### src/rtl/swap_seq.sv
// Register-swap sequencer: captures two register values, then writes each into the other's slot.
// Optional macro SWAP_SEQ_SELF_SKIP_EN: a swap of a register with itself finishes in the capture cycle.
module swap_seq #(
  parameter int RF_AW = 4
) (
  input  logic             clk,
  input  logic             rst,
  input  logic             swap_req,
  input  logic [RF_AW-1:0] rs_a,
  input  logic [RF_AW-1:0] rs_b,
  input  logic [31:0]      rd_a_data,
  input  logic [31:0]      rd_b_data,
  output logic [31:0]      swap_a,
  output logic [31:0]      swap_b,
  output logic             swap_ctrl,
  output logic [1:0]       wb_sel,
  output logic [RF_AW-1:0] wr_addr,
  output logic             wr_en,
  output logic             busy,
  output logic             done
);

  typedef enum logic [1:0] {
    IDLE = 2'd0,
    CAPT = 2'd1,
    WR_B = 2'd2,
    WR_A = 2'd3
  } state_t;

  localparam logic [1:0] WB_NORMAL  = 2'd0;
  localparam logic [1:0] WB_SAVED_A = 2'd2;
  localparam logic [1:0] WB_SAVED_B = 2'd3;

  state_t           state;
  state_t           state_nxt;
  logic [RF_AW-1:0] a_addr;
  logic [RF_AW-1:0] b_addr;
  logic [31:0]      a_data;
  logic [31:0]      b_data;

  always_ff @(posedge clk) begin
    if (rst) begin
      // NOTE: the capture registers are reset too, so swap_a/swap_b and the
      // latched addresses read zero after reset rather than stale values.
      state  <= IDLE;
      a_addr <= '0;
      b_addr <= '0;
      a_data <= '0;
      b_data <= '0;
    end else begin
      state <= state_nxt;
      if (state == IDLE && swap_req) begin
        a_addr <= rs_a;
        b_addr <= rs_b;
        a_data <= rd_a_data;
        b_data <= rd_b_data;
      end
    end
  end

  assign swap_a = a_data;
  assign swap_b = b_data;

  always_comb begin
    // NOTE: every output gets a default before the case, so no path leaves
    // one unassigned and no latch is inferred.
    state_nxt = state;
    swap_ctrl = 1'b0;
    wb_sel    = WB_NORMAL;
    wr_addr   = '0;
    wr_en     = 1'b0;
    busy      = 1'b0;
    done      = 1'b0;
    case (state)
      IDLE: begin
        if (swap_req) state_nxt = CAPT;
      end
      CAPT: begin
        swap_ctrl = 1'b1;
        busy      = 1'b1;
`ifdef SWAP_SEQ_SELF_SKIP_EN
        // Swapping a register with itself is a no-op; finish without writes.
        if (a_addr == b_addr) begin
          done      = 1'b1;
          state_nxt = IDLE;
        end else begin
          state_nxt = WR_B;
        end
`else
        state_nxt = WR_B;
`endif
      end
      WR_B: begin
        wr_en     = 1'b1;
        wr_addr   = a_addr;
        wb_sel    = WB_SAVED_B;
        busy      = 1'b1;
        state_nxt = WR_A;
      end
      WR_A: begin
        wr_en     = 1'b1;
        wr_addr   = b_addr;
        wb_sel    = WB_SAVED_A;
        busy      = 1'b1;
        done      = 1'b1;
        state_nxt = IDLE;
      end
      default: state_nxt = IDLE;
    endcase
  end

endmodule
### config.mk
export PLATFORM = sky130hd
export DESIGN_NAME = swap_seq
export DESIGN_NICKNAME = d
export VERILOG_FILES = /design/src/rtl/swap_seq.sv
export SDC_FILE = /design/constraint.sdc
export NUM_CORES = 1
export LEC_CHECK = 0
export CAP_MARGIN = 0
export CORE_MARGIN = 4
export CORE_UTILIZATION = 35
export CTS_CLUSTER_DIAMETER = 80
export CTS_CLUSTER_SIZE = 40
export DETAILED_ROUTE_END_ITERATION = 8
export PLACE_DENSITY = 0.75
export SYNTH_ARGS = -nofsm -noshare
export SYNTH_HDL_FRONTEND = slang
export SYNTH_SLANG_ARGS = --single-unit
### constraint.sdc
create_clock -name clk -period 1.55 [get_ports clk]
set_input_delay 0.31 -clock clk [delete_from_list [all_inputs] [get_ports clk]]
set_output_delay 0.31 -clock clk [all_outputs]
set_load 0.01 [all_outputs]
==> results_dict.tcl, run 1 <==
set metrics [dict create \
    synth_seq_cells 74 \
    antenna_cells 0 \
    final_core_util 0.7377 \
    setup_tns_ns -5.563 \
    relSlewSlack 0.6423 \
    place_ws_ns -0.3706 \
    tritoncts "yes" \
    max_cap_violations 0 \
    syn2layout_area_growth_pct 102.3 \
    finalNetCount 587 \
    synth_edf_count 0 \
    die_x_um 98.42 \
    firstDrtPassIters 4 \
    power.density_mw_per_mm2 1443 \
    yosysTopAreaCellShare 0.5177 \
    root_buffer "clkbuf_8" \
    grt_usage 0.1713 \
    ys_top_cells_by_count "nand2_1 (135), dfxtp_1 (74), a21oi_1 (52), a21oi_2 (20)" \
    vias 2948 \
    routabilityCongestion 0.7721 \
    post_drt_wl_per_cell_um 16.78 \
    hold_violations 0 \
    fin_crit_sh 1.238 \
    drt_iter0_drc 50 \
    power_leakage_nw 2.945 \
    rsz0062_at_grt "yes" \
    layout_min_cycle_time_ns 1.919 \
    crit_type "reg2out" \
    ys.flop_type "dfxtp_1" \
    cp-start-kind "register" \
    setup_viol 72 \
    grt_max_degree 75 \
    routed_via_density 4.809 \
    pin_count 149 \
    min_to "swap_b[10]" \
    antenna_found_initial 0 \
    synth_area_leaders "dfxtp_1 (52%), nand2_1 (18%), a21oi_1 (9.1%)" \
    cts_num_sinks 74 \
    critPathRequiredTime_ns 1.24 \
    htreeDepth 3 \
    synth-seq-area-share 0.5177 \
    drt-total-wl_um 10290 \
    die-area_mm2 0.009687 \
    grt_pass1_wl_um 13530 \
    tightest_slew_ns 0.5366 \
    post-dp-hpwl_um 5765 \
    min_path_cells 2 \
    min_path_type "reg2reg" \
    clk_pin_slew_ns 0.07 \
    slowest_delay_ns 0.37 \
    initial_core_util 0.3646 \
    drc_errors 0 \
    max_freq_mhz 521.2 \
    coreArea_mm2 0.007848 \
    synthCells 337 \
    cts.path.max_buffers 2 \
    path_cells "inv_2 > ha_4 > or2_4 > and2_4 > a22o_1 > buf_2" \
    die_h_um 98.42 \
    p_total_mw 8.357 \
    min-delay-start "swap_b[10]" \
    regToRegStartpoint "state[1]" \
    synth_nets 418 \
    portBuffers 148 \
    violations "negative setup slack" \
    ant_nets 0 \
    cp_slowest_cell "dfxtp_2" \
    cp.arrival_ns 1.61 \
    holdBufCountCts 0 \
    path_max_fanout 4 \
    timing.rr.end "swap_b[28]" \
    yosysMostFrequentCell "nand2_1" \
    maxSlewViolCount 0 \
    ys_types 22 \
    status "finished, violations left" \
    grt-ovfl-total 0 \
    rows 32 \
    insertion_delay_ns 0.34 \
    cts_buffers 9 \
    synth_largest_area_cell "dfxtp_1" \
    drive_above_1_share 0.4188 \
    end_kind "primary output" \
    ff2ff_setup_slack_ns -0.14 \
    ir_drop_v 0.0007239 \
    nFillCells 583 \
    yosys_warnings 0 \
    syn-cell-area_mm2 0.002861 \
    first_global_vias 2792 \
    setup_ws_ns -0.3687 \
    worst_clock_skew_ns 0.01188 \
    syn_area_per_cell_um2 8.491 \
    async_reset_ff_frac 0 \
    rr_worst_depth 10 \
]
-- cell usage in the layout (no fill, tap or decap), types with 3 or more instances in the layout --
cell type        count
nand2_2             27
clkbuf_8             9
a21oi_1              7
clkinvlp_4           3
ha_4                 3
dfxtp_1             72
a22o_1               4
nor2_1               3
buf_4                5
dlygate4sd2_1       26
buf_16               3
clkbuf_16            8
nand2_4             49
nand2_1             68
a21oi_2             65
buf_12              10
buf_6               10
buf_2                6
clkdlybuf4s50_1     78
dlymetal6s2s_1      33
-- worst max-delay path, delay by kind of cell (launching register included) --
family                   cells  cell delay, ns
buffers and inverters        2            0.19
AND/OR/NAND/NOR              2            0.38
AO/OA/AOI/OAI                1            0.19
adder cells (fa/ha/maj)      1            0.15
flip-flops                   1            0.37
-- worst max path at each step --
stage,depth (start not counted),startpoint,endpoint
2_1_floorplan,5,state[0],wr_addr[0]
3_3_place_gp,6,state[0],wr_addr[0]
3_5_place_dp,6,state[0],wr_addr[0]
4_1_cts,6,state[0],wr_addr[2]
5_1_grt,6,state[0],wr_addr[0]
6_report,6,state[0],wr_addr[0]
-- cells by family (layout without fill, tap and decap cells) --
family	Yosys count	after routing	share of synthesized area
and+or+nand+nor	152	152	0.2125
AOI/OAI and AO/OA	77	77	0.1670
adders and majority gates	6	6	0.02623
buffers and inverters	27	201	0.07302
muxes	1	1	0.003498
DFF	74	74	0.5177
-- power breakdown --
part           switching, mW  internal, mW  leakage (nW)
clock network          0.735         0.910        0.0987
logic                   2.00          2.26          2.24
registers              0.201          2.25         0.607
-- state kept, by name (all words and copies together), names as in the netlist --
name    cells
state       2
swap_a     32
swap_b     32
b_addr      4
a_addr      4
-- through the flow --
| stage | cell area [um2] | hold slack [ns] | std cells |
|---|---|---|---|
| floorplan | 2873 | 0.4360 | 337 |
| global route | 5789 | 0.4725 | 613 |
| global placement | 4477 | 0.4408 | 579 |
| finish | 5789 | 0.4547 | 613 |
| CTS | 4897 | 0.4560 | 604 |
| detailed placement | 4477 | 0.4465 | 579 |
-- area by class of cell --
cell class	count	area, um2	share of cell area
Clock inverter	6	91.34	0.01578
Timing Repair Buffer	182	2126	0.3672
Clock buffer	10	127.6	0.02204
Sequential cell	74	1486	0.2568
Tap cell	102	127.6	0.02204
Inverter	3	18.77	0.003242
Multi-Input combinational cell	236	1812	0.3129
-- repair_timing --
| action | CTS | global route |
|---|---|---|
| pin swaps | 4 | 107 |
| endpoints found under the setup margin | 49 | 114 |
| hold endpoints to repair | 0 | 0 |
| cloned | 5 | 8 |
| resized for setup | 96 | 202 |
| setup buffers | 4 | 4 |
-- metal layers --
metal	wire, um	global-route usage
met1	4024	0.1977
met2	5401	0.2912
met3	644	0.06016
met4	217	0.06618
met5	0	0
No activity file was read; power rests on OpenSTA's default activity.
==> inputs of run 2 (changes only) <==
--- a/config.mk
+++ b/config.mk
@@ -6,6 +6,7 @@
 export NUM_CORES = 1
 export LEC_CHECK = 0
 export CAP_MARGIN = 0
+export CORE_ASPECT_RATIO = 1.1
 export CORE_MARGIN = 4
 export CORE_UTILIZATION = 35
 export CTS_CLUSTER_DIAMETER = 80
==> results_dict.tcl, run 2 (synthesized netlist as in run 1, its figures left out) <==
set metrics [dict create \
    hold_violations 0 \
    ant_nets 0 \
    status "finished, violations left" \
    worst_clock_skew_ns 0.01154 \
    post_drt_wl_per_cell_um 15.16 \
    timing.rr.end "swap_b[1]" \
    ff2ff_setup_slack_ns -0.06 \
    path_max_fanout 4 \
    crit_type "reg2out" \
    cts_buffers 9 \
    tightest_slew_ns 0.3821 \
    initial_core_util 0.3597 \
    grt-ovfl-total 0 \
    grt_pass1_wl_um 12790 \
    register_area_mm2 0.001486 \
    multiInputGateArea_mm2 0.001252 \
    maxSlewViolCount 0 \
    cts.path.max_buffers 2 \
    routed_via_density 4.642 \
    vias 2869 \
    p_total_mw 7.213 \
    layout_commonest_cell "nand2_1" \
    power.density_mw_per_mm2 1422 \
    clk_pin_slew_ns 0.08 \
    cp-start-kind "register" \
    firstDrtPassIters 4 \
    coreArea_mm2 0.007955 \
    layout_common_cells "nand2_1 (132), clkdlybuf4s50_1 (75), dfxtp_1 (72), a21oi_1 (48), dlymetal6s2s_1 (33)" \
    fin_crit_sh 1.236 \
    worstSetupStartpoint "state[0]" \
    max_freq_mhz 522.1 \
    ir_drop_v 0.0007631 \
    endpoint "wr_addr[0]" \
    setup_ws_ns -0.3652 \
    antenna_cells 0 \
    die-area_mm2 0.009688 \
    die_x_um 94.21 \
    min_path_type "reg2reg" \
    tritoncts "yes" \
    pin_count 149 \
    cts_num_sinks 74 \
    root_buffer "clkbuf_8" \
    layout_min_cycle_time_ns 1.915 \
    end_kind "primary output" \
    post-dp-hpwl_um 5935 \
    drc_errors 0 \
    drt-total-wl_um 9369 \
    relSlewSlack 0.7453 \
    nFillCells 698 \
    drt_iter0_drc 45 \
    routabilityCongestion 0.7617 \
    setup_viol 20 \
    rows 34 \
    critPathRequiredTime_ns 1.24 \
    finalNetCount 586 \
    max_cap_violations 0 \
    regToRegStartpoint "state[0]" \
    violations "negative setup slack" \
    rr_worst_depth 9 \
    cp.arrival_ns 1.61 \
    die_h_um 102.8 \
    timing.hold.ws_ns 0.4529 \
    insertion_delay_ns 0.33 \
    grt_usage 0.1676 \
    first_global_vias 2706 \
    syn2layout_area_growth_pct 77.22 \
    rsz0062_at_grt "yes" \
    portBuffers 148 \
    grt_max_degree 75 \
    place_ws_ns -0.3963 \
    drive_above_1_share 0.2098 \
    antenna_found_initial 0 \
    power_leakage_nw 2.576 \
    htreeDepth 3 \
    setup_tns_ns -2.499 \
]
[run 2: cell count changes in the layout (fill, tap and decap cells not counted), moves of 3 or more]
cell,previous run,this run
buf_16,3,0
a21oi_2,65,24
dlygate4sd2_1,26,29
nand2_2,27,12
nand2_1,68,132
buf_4,5,10
buf_12,10,6
a21oi_1,7,48
nand2_4,49,1
clkdlybuf4s50_1,78,75
[run 2: worst max-delay path, cell delays in order (launching register included)]
cell	delay, ns
dfxtp_2	0.36
inv_2	0.06
ha_4	0.16
or2_4	0.22
and2_4	0.15
a22o_1	0.17
buf_2	0.14
[run 2: stage by stage]
step                instances  utilization  instance area, um2
floorplan                 337            -                2873
global placement          586       0.5615                4467
detailed placement        586       0.5615                4467
CTS                       604       0.5832                4639
global route              618       0.6375                5071
finish                    618       0.6375                5071
[run 2: area by class of cell]
class | count | area share
clock buffers | 10 | 0.02517
clock inverters | 6 | 0.01283
inverters | 3 | 0.002714
multi-input cells | 237 | 0.2470
flip-flops and latches | 74 | 0.2931
well taps | 108 | 0.02665
repair buffers | 180 | 0.3925
[run 2: worst min-delay path by stage]
stage,startpoint,to,slack [ns],cells after the start
3_3_place_gp,swap_a[0],swap_a[0],0.44,2
4_1_cts,swap_a[29],swap_a[29],0.46,2
2_1_floorplan,a_addr[1],a_addr[1],0.44,2
6_report,swap_b[30],swap_b[30],0.45,2
3_5_place_dp,swap_a[0],swap_a[0],0.45,2
5_1_grt,swap_b[30],swap_b[30],0.47,2
[run 2: metal layers]
| metal | up-vias | GRT usage | routed length, um |
|---|---|---|---|
| li1 | 1414 | - | - |
| met1 | 1342 | 0.1850 | 3585 |
| met2 | 103 | 0.2942 | 4937 |
| met3 | 10 | 0.05985 | 734 |
| met4 | 0 | 0.06667 | 112 |
| met5 | - | 0 | 0 |
[run 2: repair_timing]
action | CTS | global route
setup endpoints to repair | 84 | 104
resized for setup | 78 | 56
gates cloned | 0 | 9
pin swaps | 2 | 0
hold buffers | 0 | 0
setup buffers | 2 | 5
[run 2: power by group]
| group | leakage (nW) | switching, mW | internal, mW | total (mW) |
|---|---|---|---|---|
| sequential | 0.607 | 0.182 | 2.25 | 2.43 |
| clock | 0.0966 | 0.708 | 0.747 | 1.46 |
| combinational | 1.87 | 1.53 | 1.80 | 3.32 |
